**config.mk**
```make
export PLATFORM = sky130hd
export DESIGN_NAME = can_fd_crc_field_rx
export DESIGN_NICKNAME = d
export VERILOG_FILES = /design/src/rtl/can_fd_crc_field_rx.sv
export SDC_FILE = /design/constraint.sdc
export NUM_CORES = 1
export LEC_CHECK = 0
export CAP_MARGIN = 20
export CELL_PAD_IN_SITES_DETAIL_PLACEMENT = 1
export CELL_PAD_IN_SITES_GLOBAL_PLACEMENT = 1
export CORE_AREA = 4 4 77 79
export DETAILED_ROUTE_END_ITERATION = 6
export DIE_AREA = 0 0 81 83
export GPL_ROUTABILITY_DRIVEN = 0
export PLACE_DENSITY_LB_ADDON = 0.12
export SKIP_LAST_GASP = 1
export SYNTH_ARGS = -nofsm -noshare
export SYNTH_HDL_FRONTEND = slang
export SYNTH_SLANG_ARGS = --single-unit
```
**constraint.sdc**
```tcl
create_clock -name clk -period 5.54 [get_ports clk]
set_clock_uncertainty 0.05 [all_clocks]
set_input_delay 1.108 -clock clk [delete_from_list [all_inputs] [get_ports clk]]
set_output_delay 1.108 -clock clk [all_outputs]
set_load 0.02 [all_outputs]
```
**src/rtl/can_fd_crc_field_rx.sv**
```systemverilog
// CAN FD CRC-field receiver: strips fixed stuff bits, captures the Gray stuff count
// with parity, then the short or long CRC, flagging FSB and stuff-count errors.
//
// state | meaning
// IDLE  | waiting for start&enable on the first FSB
// SC    | receiving Gray stuff-count bits and the parity bit
// CRC   | receiving CRC bits up to the last field position
// DONE  | one-cycle done pulse, crc_o valid
module can_fd_crc_field_rx #(
    parameter int FSB_PERIOD = 5,
    parameter int CRC_S_W    = 17,
    parameter int CRC_L_W    = 21,
    parameter int SC_W       = 3
) (
    input  logic               clk,
    input  logic               rst_n,
    input  logic               enable,
    input  logic               start,
    input  logic               data,
    input  logic               data_prev,
    input  logic               crc_long,
    input  logic [SC_W-1:0]    dyn_stuff_cnt,
    output logic               busy,
    output logic               done,
    output logic [CRC_L_W-1:0] crc_o,
    output logic [SC_W-1:0]    stuff_cnt_o,
    output logic               fsb_error,
    output logic               sc_error
);

    localparam logic [1:0] S_IDLE = 2'd0;
    localparam logic [1:0] S_SC   = 2'd1;
    localparam logic [1:0] S_CRC  = 2'd2;
    localparam logic [1:0] S_DONE = 2'd3;

    localparam int D_S  = SC_W + 1 + CRC_S_W;
    localparam int D_L  = SC_W + 1 + CRC_L_W;
    localparam int L_S  = (D_S - 1) + (D_S + FSB_PERIOD - 2) / (FSB_PERIOD - 1);
    localparam int L_L  = (D_L - 1) + (D_L + FSB_PERIOD - 2) / (FSB_PERIOD - 1);
    localparam int PH_W = (FSB_PERIOD > 1) ? $clog2(FSB_PERIOD) : 1;

    logic [1:0]         state_q, state_d;
    logic [5:0]         pos_q, pos_d;
    logic [PH_W-1:0]    ph_q, ph_d;
    logic [5:0]         nbit_q, nbit_d;
    logic               last_q, last_d;
    logic               crc_long_q, crc_long_d;
    logic [SC_W-1:0]    dyn_q, dyn_d;
    logic [CRC_L_W-1:0] crc_q, crc_d;
    logic [SC_W-1:0]    sc_q, sc_d;
    logic               fsb_err_q, fsb_err_d;
    logic               sc_err_q, sc_err_d;

    logic               restart;
    logic [PH_W-1:0]    cur_ph;
    logic [PH_W-1:0]    next_ph;
    logic               is_fsb;
    logic               prev_bit;
    logic [SC_W-1:0]    gray_exp;
    logic [5:0]         last_pos;

    // FSB phase runs alongside pos so no modulo is needed on the position counter
    assign restart  = enable & start;
    assign cur_ph   = restart ? '0 : ph_q;
    assign next_ph  = (cur_ph == PH_W'(FSB_PERIOD - 1)) ? '0 : cur_ph + PH_W'(1);
    assign is_fsb   = (cur_ph == '0);
    assign prev_bit = restart ? data_prev : last_q;
    assign gray_exp = dyn_q ^ (dyn_q >> 1);
    assign last_pos = crc_long_q ? 6'(L_L) : 6'(L_S);

    always_comb begin
        state_d    = state_q;
        pos_d      = pos_q;
        ph_d       = ph_q;
        nbit_d     = nbit_q;
        last_d     = last_q;
        crc_long_d = crc_long_q;
        dyn_d      = dyn_q;
        crc_d      = crc_q;
        sc_d       = sc_q;
        fsb_err_d  = fsb_err_q;
        sc_err_d   = sc_err_q;

        if (restart) begin
            state_d    = S_SC;
            pos_d      = 6'd1;
            ph_d       = next_ph;
            nbit_d     = '0;
            last_d     = data;
            crc_long_d = crc_long;
            dyn_d      = dyn_stuff_cnt;
            crc_d      = '0;
            sc_d       = '0;
            fsb_err_d  = (data == data_prev);
            sc_err_d   = 1'b0;
        end else begin
            case (state_q)
                S_SC, S_CRC: begin
                    if (enable) begin
                        last_d = data;
                        pos_d  = pos_q + 6'd1;
                        ph_d   = next_ph;
                        if (is_fsb) begin
                            if (data == prev_bit) fsb_err_d = 1'b1;
                        end else begin
                            nbit_d = nbit_q + 6'd1;
                            if (state_q == S_SC) begin
                                if (nbit_q < 6'(SC_W)) begin
                                    sc_d = {sc_q[SC_W-2:0], data};
                                end else begin
                                    // parity bit: Gray value and parity judged together here
                                    if ((sc_q != gray_exp) || (data != ^sc_q)) sc_err_d = 1'b1;
                                    state_d = S_CRC;
                                end
                            end else begin
                                crc_d = {crc_q[CRC_L_W-2:0], data};
                            end
                        end
                        if ((state_q == S_CRC) && (pos_q == last_pos)) state_d = S_DONE;
                    end
                end
                S_DONE:  state_d = S_IDLE;
                default: ;
            endcase
        end
    end

    always_ff @(posedge clk or negedge rst_n) begin
        if (!rst_n) begin
            state_q    <= S_IDLE;
            pos_q      <= '0;
            ph_q       <= '0;
            nbit_q     <= '0;
            last_q     <= 1'b0;
            crc_long_q <= 1'b0;
            dyn_q      <= '0;
            crc_q      <= '0;
            sc_q       <= '0;
            fsb_err_q  <= 1'b0;
            sc_err_q   <= 1'b0;
        end else begin
            state_q    <= state_d;
            pos_q      <= pos_d;
            ph_q       <= ph_d;
            nbit_q     <= nbit_d;
            last_q     <= last_d;
            crc_long_q <= crc_long_d;
            dyn_q      <= dyn_d;
            crc_q      <= crc_d;
            sc_q       <= sc_d;
            fsb_err_q  <= fsb_err_d;
            sc_err_q   <= sc_err_d;
        end
    end

    assign busy        = (state_q != S_IDLE);
    assign done        = (state_q == S_DONE);
    assign crc_o       = crc_q;
    assign stuff_cnt_o = sc_q;
    assign fsb_error   = fsb_err_q;
    assign sc_error    = sc_err_q;

endmodule

```
==> impl_metrics.env, run 1 <==
export IMPL_outcome="completed"
export IMPL_ctsResizeCount=0
export IMPL_clk_path_buf_depth=2
export IMPL_fmax_ghz=0.264
export IMPL_dieHeight_um=83
export IMPL_drc_errors=0
export IMPL_crit_type="in2reg"
export IMPL_synthTopCellsByCount="dfrtp_1 (48), nand2_1 (36), a22o_1 (23)"
export IMPL_io_buffers=37
export IMPL_layout_setup_ws_ns=1.76
export IMPL_slew_violations=0
export IMPL_die_area_mm2=0.00672
export IMPL_synth_edff_count=0
export IMPL_ioPinCount=38
export IMPL_numCtsBuffers=5
export IMPL_vias=1745
export IMPL_netlist_top_cells_area="dfrtp_1 (53%), a22o_1 (8.9%), nand2_1 (6.0%), ha_1 (4.4%), xor2_1 (2.7%)"
export IMPL_ys_seq_elements=48
export IMPL_worstPathCellList="clkdlybuf4s50_1 > nand2_1 > nand2_1 > ha_1 > nand2b_1 > a21oi_1 > nor2_1 > a21oi_1 > buf_4 > a22o_1"
export IMPL_yosys_area_top_type_share_pct=53.3
export IMPL_die_w_um=81
export IMPL_setup_viol=0
export IMPL_slowest_delay_ns=0.65
export IMPL_holdBufCountCts=0
export IMPL_antenna_found_initial=0
export IMPL_critical_path_arrival_ns=3.98
export IMPL_drive_gt1_share_pct=7.51
export IMPL_hold_violations=0
export IMPL_core_mm2=0.00534
export IMPL_hpwl_um=3770
export IMPL_htree_levels=2
export IMPL_crit_path_top_delay_cell="clkdlybuf4s50_1"
export IMPL_grt_overflow_total=0
export IMPL_synth_area_leader_cell="dfrtp_1"
export IMPL_crit_fanout=21
export IMPL_grt_pass1_wl_um=9350
export IMPL_initial_core_util_pct=42.2
export IMPL_viasPerCell=5.37
export IMPL_maxCapViolCount=0
export IMPL_wl_per_cell_um=16.5
export IMPL_synth_ff_type="dfrtp_1"
export IMPL_critPathCaptureType="flip-flop"
export IMPL_first_iter_violations=56
export IMPL_grt_max_degree=49
export IMPL_synth_cell_area_mm2=0.00225
export IMPL_ys_async_sr_fraction_pct=100
export IMPL_syn_to_final_growth_pct=24.6
export IMPL_required_ns=5.73
export IMPL_max_slew_margin_pct=44.5
export IMPL_startpoint_type="input port"
export IMPL_grt_pass1_vias=1956
export IMPL_avgSynthCellArea_um2=10.5
export IMPL_p_leak_nw=1.29
export IMPL_min_period_over_period_pct=68.3
export IMPL_firstDrtPassIters=4
export IMPL_ant_nets=0
export IMPL_clkTransAtPathRegs_ns=0.09
export IMPL_dp_slack_ns=1.46
export IMPL_nets=270
export IMPL_routed_wl_um=5370
export IMPL_hold_class="reg2reg"
export IMPL_grtUsageTotal_pct=17.7
export IMPL_num_rows=27
export IMPL_insertedDiodeCount=0
export IMPL_cts_sinks=48
export IMPL_fill_cells=616
export IMPL_synth_most_common_cell="dfrtp_1"
export IMPL_post_cts_buffers=0
export IMPL_ys_seq_area_share_pct=53.3
export IMPL_clk_latency_ns=0.31
export IMPL_clock_root_buffer="clkbuf_8"
export IMPL_worstMarginPinSlew_ns=0.832
export IMPL_peakVddDrop_v=0.000192
export IMPL_synthCells=214
export IMPL_rsz0062_at_grt="false"
export IMPL_synth_distinct_cells=39
export IMPL_power_w=0.00116
export IMPL_yosysWarningCount=0
export IMPL_worst_hold_slack_ns=0.438
export IMPL_fin_crit_ns=3.78
export IMPL_syn_num_nets=232
export IMPL_fin_tns_setup_ns=0
export IMPL_fin_util_pct=52.6
export IMPL_cts_tree="built"
export IMPL_power_density_mw_per_mm2=413
-- registers in the layout, summed over array words and instances, names as in the netlist --
| name | cells |
|---|---|
| crc_o | 21 |
| nbit_q | 6 |
| pos_q | 6 |
| dyn_q | 3 |
| ph_q | 3 |
| stuff_cnt_o | 3 |
| state_q | 2 |
| crc_long_q | 1 |
| fsb_error | 1 |
| last_q | 1 |
| sc_error | 1 |
-- per-layer routing --
metal | vias up | wire length [µm] | GRT usage, %
met1 | 888 | 2520 | 23.6
met3 | 8 | 182 | 4.34
li1 | 821 | - | -
met2 | 28 | 2570 | 28.2
met4 | 0 | 91 | 5.53
met5 | - | 0 | 0
-- worst paths after layout --
path | startpoint | endpoint | slack [ns] | cells after the start
setup / recovery | start | crc_o[1] | 1.76 | 10
hold / removal | ph_q[1] | ph_q[1] | 0.44 | 2
setup reg to reg | nbit_q[0] | stuff_cnt_o[1] | 3.33 | 6
hold reg to reg | ph_q[1] | ph_q[1] | 0.44 | 2
max in group asynchronous | rst_n | crc_o[1] | 4.32 | 2
min in group asynchronous | rst_n | dyn_q[2] | 0.63 | 1
-- through the flow --
step,area (µm²),instances
after floorplan,2250,214
after CTS,2790,324
final,2810,325
after global placement,2670,316
after detailed placement,2670,316
after global routing,2810,325
-- logic make-up (layout without fill, tap and decap cells) --
family	after synthesis	after routing	share of synthesized area (%)
XOR/XNOR	11	11	4.28
AND/OR/NAND/NOR	73	73	14.6
multiplexers	5	5	2.33
adder cells (fa/ha/maj)	8	8	4.44
flip-flops	48	48	53.3
buffers and inverters	21	60	4.55
AO/OA/AOI/OAI	48	48	16.5
-- layout by cell type (no fill, tap or decap), types with 2 or more instances in the layout --
master and n:
nand2b_1 2, xor2_1 7, ha_1 8, nor3_1 3
nand4_1 3, buf_4 2, mux2_1 2, o21ai_1 7
a21oi_1 5, or3_1 2, xnor2_1 4, nor2_1 14
nand2_1 36, nor4_1 2, inv_1 11, clkbuf_8 5
mux2i_1 3, o21ai_0 3, a22o_1 23, nor4b_1 2
dfrtp_1 48, nand3_1 4, clkdlybuf4s50_1 36, clkinv_4 2
-- area by class of cell --
cell class | count | area, µm² | area share (%)
clock inverter | 3 | 47.5 | 1.69
inverter | 12 | 45.0 | 1.60
multi-input combinational | 145 | 955 | 34.0
timing repair buffer | 40 | 400 | 14.3
tap | 72 | 90.1 | 3.21
sequential | 48 | 1200 | 42.8
clock buffer | 5 | 68.8 | 2.45
-- power breakdown --
part	switching [W]	internal (W)
Combinational	0.000234	0.000175
Clock	0.000125	0.000136
Sequential	0.0000726	0.000417
-- worst max-delay path: cells and delay by family --
family / cells / cell delay, ns
compound gates: 3 / 0.69
buf+inv: 2 / 0.94
fa+ha+maj: 1 / 0.25
simple gates: 4 / 0.96
Power figures use the tool's default switching activity.
==> inputs of run 2 (changes only) <==
--- a/config.mk
+++ b/config.mk
@@ -8,9 +8,9 @@
 export CAP_MARGIN = 20
 export CELL_PAD_IN_SITES_DETAIL_PLACEMENT = 1
 export CELL_PAD_IN_SITES_GLOBAL_PLACEMENT = 1
-export CORE_AREA = 4 4 77 79
+export CORE_AREA = 4 4 84 86
 export DETAILED_ROUTE_END_ITERATION = 6
-export DIE_AREA = 0 0 81 83
+export DIE_AREA = 0 0 88 90
 export GPL_ROUTABILITY_DRIVEN = 0
 export PLACE_DENSITY_LB_ADDON = 0.12
 export SKIP_LAST_GASP = 1
==> constraint.sdc (replaced) <==
create_clock -name clk -period 3.2 [get_ports clk]
set_clock_uncertainty 0.05 [all_clocks]
set_input_delay 0.64 -clock clk [delete_from_list [all_inputs] [get_ports clk]]
set_output_delay 0.64 -clock clk [all_outputs]
set_load 0.02 [all_outputs]
==> impl_metrics.env, run 2 (synthesis gave the netlist of run 1 again) <==
export IMPL_outcome="completed"
export IMPL_firstDrtPassIters=4
export IMPL_fmax_ghz=0.364
export IMPL_grtUsageTotal_pct=15.2
export IMPL_grt_overflow_total=0
export IMPL_clk_latency_ns=0.30
export IMPL_required_ns=3.39
export IMPL_grt_pass1_vias=1806
export IMPL_cts_tree="built"
export IMPL_multiInputGateArea_um2=955
export IMPL_clk_path_buf_depth=2
export IMPL_io_buffers=37
export IMPL_htree_levels=2
export IMPL_fin_tns_setup_ns=0
export IMPL_routed_wl_um=5440
export IMPL_first_iter_violations=70
export IMPL_grt_pass1_wl_um=9620
export IMPL_critical_path_arrival_ns=2.94
export IMPL_post_cts_buffers=0
export IMPL_clock_root_buffer="clkbuf_8"
export IMPL_wl_per_cell_um=16.2
export IMPL_fin_crit_ns=2.75
export IMPL_die_area_mm2=0.00792
export IMPL_fill_cells=716
export IMPL_wl_met3_um=132
export IMPL_drive_gt1_share_pct=9.30
export IMPL_slew_violations=0
export IMPL_hold_class="in2async"
export IMPL_initial_core_util_pct=35.9
export IMPL_num_rows=29
export IMPL_critical_path_top_delay_family="buffers and inverters"
export IMPL_top_layer="met4"
export IMPL_worstPathCellList="clkdlybuf4s50_1 > nand2_1 > nand2_1 > ha_1 > nand2b_1 > a21oi_1 > nor2_1 > a21oi_1 > buf_4 > a22o_1"
export IMPL_nets=275
export IMPL_dr_wl_met2_um=2610
export IMPL_startpoint_type="input port"
export IMPL_power_density_mw_per_mm2=731
export IMPL_holdBufCountCts=0
export IMPL_final_cell_mix="dfrtp_1 (48), nand2_1 (36), clkdlybuf4s50_1 (36), a22o_1 (23), nor2_1 (14)"
export IMPL_maxCapViolCount=0
export IMPL_numCtsBuffers=5
export IMPL_peakVddDrop_v=0.000349
export IMPL_ctsResizeCount=0
export IMPL_wl_met1_um=2660
export IMPL_worstMarginPinSlew_ns=0.534
export IMPL_fin_util_pct=45.6
export IMPL_largest_reg_flops=21
export IMPL_slowest_delay_ns=0.53
export IMPL_vias=1743
export IMPL_p_leak_nw=1.32
export IMPL_max_slew_margin_pct=64.4
export IMPL_layout_commonest_cell="dfrtp_1"
export IMPL_path_buf_inv=2
export IMPL_core_mm2=0.00628
export IMPL_min_period_over_period_pct=85.8
export IMPL_cts_sinks=48
export IMPL_crit_type="in2reg"
export IMPL_drc_errors=0
export IMPL_ioPinCount=38
export IMPL_setup_viol=0
export IMPL_antenna_found_initial=0
export IMPL_hold_violations=0
export IMPL_syn_to_final_growth_pct=26.9
export IMPL_clkTransAtPathRegs_ns=0.10
export IMPL_crit_path_top_delay_cell="clkdlybuf4s50_1"
export IMPL_regArea_mm2=0.00120
export IMPL_crit_fanout=21
export IMPL_ant_nets=0
export IMPL_die_w_um=88
export IMPL_grt_max_degree=30
export IMPL_dieHeight_um=90
export IMPL_critPathCaptureType="flip-flop"
export IMPL_hpwl_um=3980
export IMPL_insertedDiodeCount=0
export IMPL_viasPerCell=5.20
export IMPL_rsz0062_at_grt="false"
-- run 2: cell types whose count changed in the layout (fill, tap and decap cells not counted), sizes merged --
cell	delta
buf	+5
clkinv	-2
bufinv	+1
inv	+1
-- run 2: layout make-up --
class,instances,area share (%)
clock buffers,5,2.41
flip-flops and latches,48,42.0
clock inverters,3,2.41
well taps,77,3.37
repair buffers,45,14.9
inverters,12,1.57
multi-input cells,145,33.4
-- run 2: worst paths after layout --
| check | start | endpoint | slack (ns) | cells after the start |
|---|---|---|---|---|
| max in group asynchronous | rst_n | pos_q[2] | 2.11 | 2 |
| worst max-delay path | enable | crc_o[8] | 0.45 | 10 |
| worst min-delay path | rst_n | pos_q[3] | 0.24 | 1 |
| min in group clk | fsb_error | fsb_error | 0.44 | 1 |
| worst min register to register | fsb_error | fsb_error | 0.44 | 1 |
| worst max register to register | nbit_q[0] | stuff_cnt_o[0] | 0.96 | 6 |
-- run 2: through the flow --
stage          instances  instance area [µm²]  power, W  worst slack [ns]  hold slack, ns
5_1_grt              335                 2860   0.00225             0.235           0.259
2_1_floorplan        214                 2250   0.00130             0.517           0.294
3_3_place_gp         327                 2720   0.00156             0.248           0.414
6_report             335                 2860   0.00209             0.454           0.242
3_5_place_dp         327                 2720   0.00158             0.132           0.419
4_1_cts              335                 2860   0.00213             0.445           0.260
-- run 2: report_power, final --
part	leakage (nW)	switching, W	internal, W
combinational	0.611	0.000398	0.000306
sequential	0.636	0.000131	0.000721
clock	0.0687	0.000220	0.000315
total	1.32	0.000749	0.00134
-- run 2: layer usage --
layer	vias to the layer above	GRT usage [%]
met5	-	0
li1	832	-
met4	0	3.84
met3	2	3.02
met2	23	23.1
met1	886	21.9
